==> config.mk <==
export PLATFORM = sky130hd
export DESIGN_NAME = rf_write_scheduler
export DESIGN_NICKNAME = d
export VERILOG_FILES = /design/src/rtl/rf_write_scheduler.sv
export SDC_FILE = /design/constraint.sdc
export NUM_CORES = 1
export LEC_CHECK = 0
export ABC_AREA = 1
export CORE_UTILIZATION = 64
export CTS_CLUSTER_SIZE = 14
export DETAILED_ROUTE_END_ITERATION = 8
export DONT_BUFFER_PORTS = 1
export PLACE_DENSITY = 0.91
export SLEW_MARGIN = 20
export SYNTH_ARGS = -nofsm -noshare
export SYNTH_HDL_FRONTEND = slang
export SYNTH_SLANG_ARGS = --single-unit
export TNS_END_PERCENT = 5
==> constraint.sdc <==
create_clock -name clk -period 2.1 [get_ports clk]
set_input_delay 0.42 -clock clk [delete_from_list [all_inputs] [get_ports clk]]
set_output_delay 0.42 -clock clk [all_outputs]
set_load 0.01 [all_outputs]
==> src/rtl/rf_write_scheduler.sv <==
`default_nettype none
// ============================================================================
// Module      : rf_write_scheduler
// Description : Two-requester register-file write arbiter with registered write
//               port, pending-write scoreboard, hazard check and conflict count.
// Revision    : 1.0 - initial release
// ============================================================================
module rf_write_scheduler #(
    parameter int DATA_W = 32,
    parameter int RR_EN  = 1
) (
    input  logic              clk,
    input  logic              rst_n,
    input  logic              wr0_valid,
    input  logic [4:0]        wr0_reg,
    input  logic [DATA_W-1:0] wr0_data,
    output logic              wr0_ready,
    input  logic              wr1_valid,
    input  logic [4:0]        wr1_reg,
    input  logic [DATA_W-1:0] wr1_data,
    output logic              wr1_ready,
    output logic              rf_rw,
    output logic [4:0]        rf_rsd,
    output logic [DATA_W-1:0] rf_data,
    input  logic              mark_valid,
    input  logic [4:0]        mark_reg,
    input  logic [4:0]        chk_rs1,
    input  logic [4:0]        chk_rs2,
    output logic              hazard,
    output logic [31:0]       busy,
    output logic [15:0]       conflict_cnt
);

    localparam logic [15:0] c_CNT_MAX = 16'hFFFF;

    // r_last_grant = 1 means requester 1 was granted most recently
    logic              r_last_grant;
    logic              r_rf_rw;
    logic [4:0]        r_rf_rsd;
    logic [DATA_W-1:0] r_rf_data;
    logic [31:0]       r_busy;
    logic [15:0]       r_conflict_cnt;

    logic              w_g0;
    logic              w_g1;
    logic              w_xfer;
    logic [4:0]        w_sel_reg;
    logic [DATA_W-1:0] w_sel_data;
    logic [31:0]       w_set;
    logic [31:0]       w_clr;
    logic [31:0]       w_busy_nxt;

    always_comb begin
        w_g0 = 1'b0;
        w_g1 = 1'b0;
        if (rst_n) begin
            if (wr0_valid && (!wr1_valid || (RR_EN == 0) || r_last_grant))
                w_g0 = 1'b1;
            else if (wr1_valid)
                w_g1 = 1'b1;
        end
    end

    assign wr0_ready  = w_g0;
    assign wr1_ready  = w_g1;
    assign w_xfer     = w_g0 | w_g1;
    assign w_sel_reg  = w_g0 ? wr0_reg  : wr1_reg;
    assign w_sel_data = w_g0 ? wr0_data : wr1_data;

    // Scoreboard: a mark on the same edge as the commit of that register wins
    assign w_set      = (mark_valid && (mark_reg != 5'd0)) ? (32'd1 << mark_reg) : 32'd0;
    assign w_clr      = r_rf_rw ? (32'd1 << r_rf_rsd) : 32'd0;
    assign w_busy_nxt = (r_busy & ~w_clr) | w_set;

    always_ff @(posedge clk) begin
        if (!rst_n) begin
            r_last_grant   <= 1'b1;
            r_rf_rw        <= 1'b0;
            r_rf_rsd       <= 5'd0;
            r_rf_data      <= '0;
            r_busy         <= 32'd0;
            r_conflict_cnt <= 16'd0;
        end else begin
            if (w_xfer)
                r_last_grant <= w_g1;
            r_rf_rw <= w_xfer && (w_sel_reg != 5'd0);
            if (w_xfer && (w_sel_reg != 5'd0)) begin
                r_rf_rsd  <= w_sel_reg;
                r_rf_data <= w_sel_data;
            end
            r_busy <= {w_busy_nxt[31:1], 1'b0};
            if (wr0_valid && wr1_valid && (r_conflict_cnt != c_CNT_MAX))
                r_conflict_cnt <= r_conflict_cnt + 16'd1;
        end
    end

    assign rf_rw        = r_rf_rw;
    assign rf_rsd       = r_rf_rsd;
    assign rf_data      = r_rf_data;
    assign busy         = r_busy;
    assign conflict_cnt = r_conflict_cnt;
    assign hazard       = r_busy[chk_rs1] | r_busy[chk_rs2];

endmodule
`default_nettype wire

==> results of run 1 <==
[metal layers]
metal | vias to the layer above | global-route usage | part of all wire | routed length [um]
met5 | - | 0 | 0 | 0
met4 | 0 | 0.1505 | 0.030 | 408
met3 | 40 | 0.1128 | 0.11 | 1467
met2 | 299 | 0.5808 | 0.49 | 6559
met1 | 2352 | 0.3608 | 0.37 | 5051
li1 | 2610 | - | - | -
[timing repair]
action	4_1_cts	5_1_grt
resized for setup	0	8
setup endpoints to repair	0	9
hold buffers	0	0
[flip-flops by register name (all words and copies together) (netlist names)]
signal	count
r_last_grant	1
rf_data	32
busy	31
rf_rsd	5
rf_rw	1
conflict_cnt	16
[kinds of logic (layout without fill, tap and decap cells)]
| family | Yosys count | after routing | share of synthesized area |
|---|---|---|---|
| buffers and inverters | 136 | 123 | 0.1151 |
| DFF | 86 | 86 | 0.3429 |
| xor gates and xnor gates | 5 | 5 | 0.008721 |
| AOI/OAI and AO/OA | 125 | 125 | 0.1341 |
| adders and majority gates | 1 | 1 | 0.002492 |
| other | 1 | 1 | 0.0007469 |
| and+or+nand+nor | 475 | 475 | 0.3960 |
[worst paths after layout]
path / startpoint / cells past startpoint / slack [ns] / end
setup / recovery: busy[9] / 8 / 0.13 / hazard
hold / removal: rst_n / 2 / 0.18 / rf_data[31]
setup reg to reg: r_last_grant / 10 / 0.26 / rf_data[28]
hold reg to reg: busy[9] / 2 / 0.53 / busy[9]
[report_power, final]
group	total (uW)	internal (uW)	switching (uW)
clock network	1080	466	615
logic	527	184	343
registers	1830	1720	117
[worst reg2reg max path: stages (launching register included)]
cell and delay, ns:
dfxtp_1 0.35, inv_1 0.07, nand2_2 0.11, nand3_2 0.18, buf_4 0.27, nand2_2 0.09
inv_2 0.04, o21bai_4 0.18, inv_4 0.29, nor2_1 0.08, nor2_1 0.12
[per-stage QoR]
step | worst slack, ns | util
global placement | 0.3263 | 0.6786
CTS | 0.05476 | 0.7029
finish | 0.1322 | 0.7043
global route | 0.006395 | 0.7043
floorplan | 0.2170 | -
detailed placement | 0.2365 | 0.6786
[cell usage in the layout, fill, tap and decap left out, drive strengths merged, types with 2 or more instances in the layout]
cell type	instances
xor2	4
inv	92
nor2	113
nand4	13
buf	15
a21oi	51
clkbuf	10
nand3	90
nor3	16
nand2	236
o21ai	60
nor4	4
nor3b	2
clkinvlp	2
dfxtp	86
o211ai	9
clkinv	4
[final cells by class]
type / count / area, um^2 / share of cell area
clock buffer: 10 / 137.6 / 0.02638
clock inverter: 6 / 42.54 / 0.008153
inverter: 92 / 347.8 / 0.06667
multi-input combinational: 607 / 2724 / 0.5221
sequential: 86 / 1729 / 0.3314
tap: 99 / 123.9 / 0.02374
timing repair buffer: 15 / 112.6 / 0.02158
==> summary.txt, run 1 <==
Floorplanning
  • Initial Utilization: 0.6778
  • Cell Rows: 31
  • Core ar.: 7408 um^2
  • Die footprint: 8204 um^2
  • # IOs: 183
  • Die height: 90.58 um
  • Die span in x: 90.58 um

Timing
  • Fin. Hold Viols: 0
  • Slew margin rel.: 0.6503
  • Max-slew violations: 0
  • Worst-margin pin slew: 0.5233 ns
  • Final setup vio count: 0
  • Final setup skew: 0.01286 ns
  • Fin Hold WS: 0.1803 ns
  • Fin crit share: 0.9371
  • Unrepaired setup endpoints after global routing: no
  • Minimum clock period: 1.968 ns
  • F_max: 508.2 MHz
  • Fin Setup TNS: 0 ns

Synthesis
  • Top_reg_cell synth: dfxtp_1
  • Synth Register Bits: 86
  • Yosys warnings: 0
  • Avg Synthesized Cell Area: 6.057 um^2
  • Most instantiated library cell after synthesis: nand2_1
  • Number of synthesized flops with an enable pin: 0
  • Largest area contributor in the netlist: dfxtp_1
  • Synthesized instance count: 829
  • Most frequent cells after synthesis: 232 x nand2_1, 113 x nor2_1, 89 x nand3_1
  • Synth top area share: 0.3429
  • Synthesized Nets: 924
  • Synth area leaders: dfxtp_1 34%, nand2_1 17%, nand3_1 8.9%
  • Synth cell types: 34
  • Cell area after synthesis: 5021 um^2
  • Seq/Total Area, Yosys: 0.3429
  • Async S/R FF share, synth: 0

Route
  • Remaining DRCs: 0
  • 1st-iter DRT viols: 532
  • Vias per cell: 5.793
  • Final wirelength: 13.49 mm
  • WL/cell: 14.74 um
  • Antenna-violating nets left: 0
  • Vias: 5301
  • DR pass1 iterations: 6

GRT
  • Vias in the first global route: 5014
  • Pin count of the biggest net entering global routing: 51
  • First-pass GRT wire length: 22.27 mm
  • Global route total overflow: 0
  • Initial antenna violation count: 0
  • Total GRT Usage: 0.3323

Setup path
  • Critical Path AT: 1.55 ns
  • Worst Path Max Fanout: 3
  • Worst setup path category: register to output port
  • Crit path max-delay family: compound AO/OA/AOI/OAI gates
  • Critical-path top delay cell: dfxtp_2
  • Worst Path Buf+Inv: 1
  • Crit-path cells: inv_1 -> a21oi_1 -> o21ai_0 -> o211ai_1 -> nand3_1 -> nand3_1 -> nand2_1 -> nand2_1
  • CP endpoint kind: output port
  • Startpoint Class: register
  • Largest stage delay on the critical path: 0.38 ns
  • Crit path required time: 1.68 ns

Placed design
  • Area post-placement: 5027 um^2
  • Cell Count Post-Placement: 899
  • IO buf count: 0
  • Gpl congestion: 0.9711
  • HPWL after DPL: 10.02 mm

Flow run
  • # Max-Cap Violations: 0

Clock network
  • CTS H-tree lvls: 3
  • Clock root buffer: clkbuf_8
  • Setup Buffers After CTS: 0
  • Sink Count: 86
  • Worst-skew pair later-pin latency: 0.36 ns
  • CTS buffer count: 9
  • CTS tree: done
  • Clock-pin slew on the worst setup and hold paths: 0.09 ns
  • Max clock buf depth: 2

Power and ir drop
  • Leak: 0.002340 uW
  • Worst IR Drop VDD: 410.5 uV
  • PnR Total Power: 3442 uW
  • PD cells: 659.7 nW/um^2

Min path
  • Worst min-delay path class: primary input to register

Layout
  • Share of cells above drive strength 1: 0.06005
  • Area added between synthesis and finish: 3.912%
  • Finished Layout Cells: 915
  • Post-route cell area: 5218 um^2
  • Number of diodes: 0
  • Fillers: 656
  • Fin nets: 906

Outcome
  • Status: finished clean
No activity file was read; power rests on OpenSTA's default activity.
==> run 2, diff against run 1 <==
--- a/config.mk
+++ b/config.mk
@@ -11,7 +11,7 @@
 export DETAILED_ROUTE_END_ITERATION = 8
 export DONT_BUFFER_PORTS = 1
 export PLACE_DENSITY = 0.91
-export SLEW_MARGIN = 20
+export SLEW_MARGIN = 30
 export SYNTH_ARGS = -nofsm -noshare
 export SYNTH_HDL_FRONTEND = slang
 export SYNTH_SLANG_ARGS = --single-unit
==> results of run 2 <==
The final DEF is identical to that of run 1; final timing and power are the same.
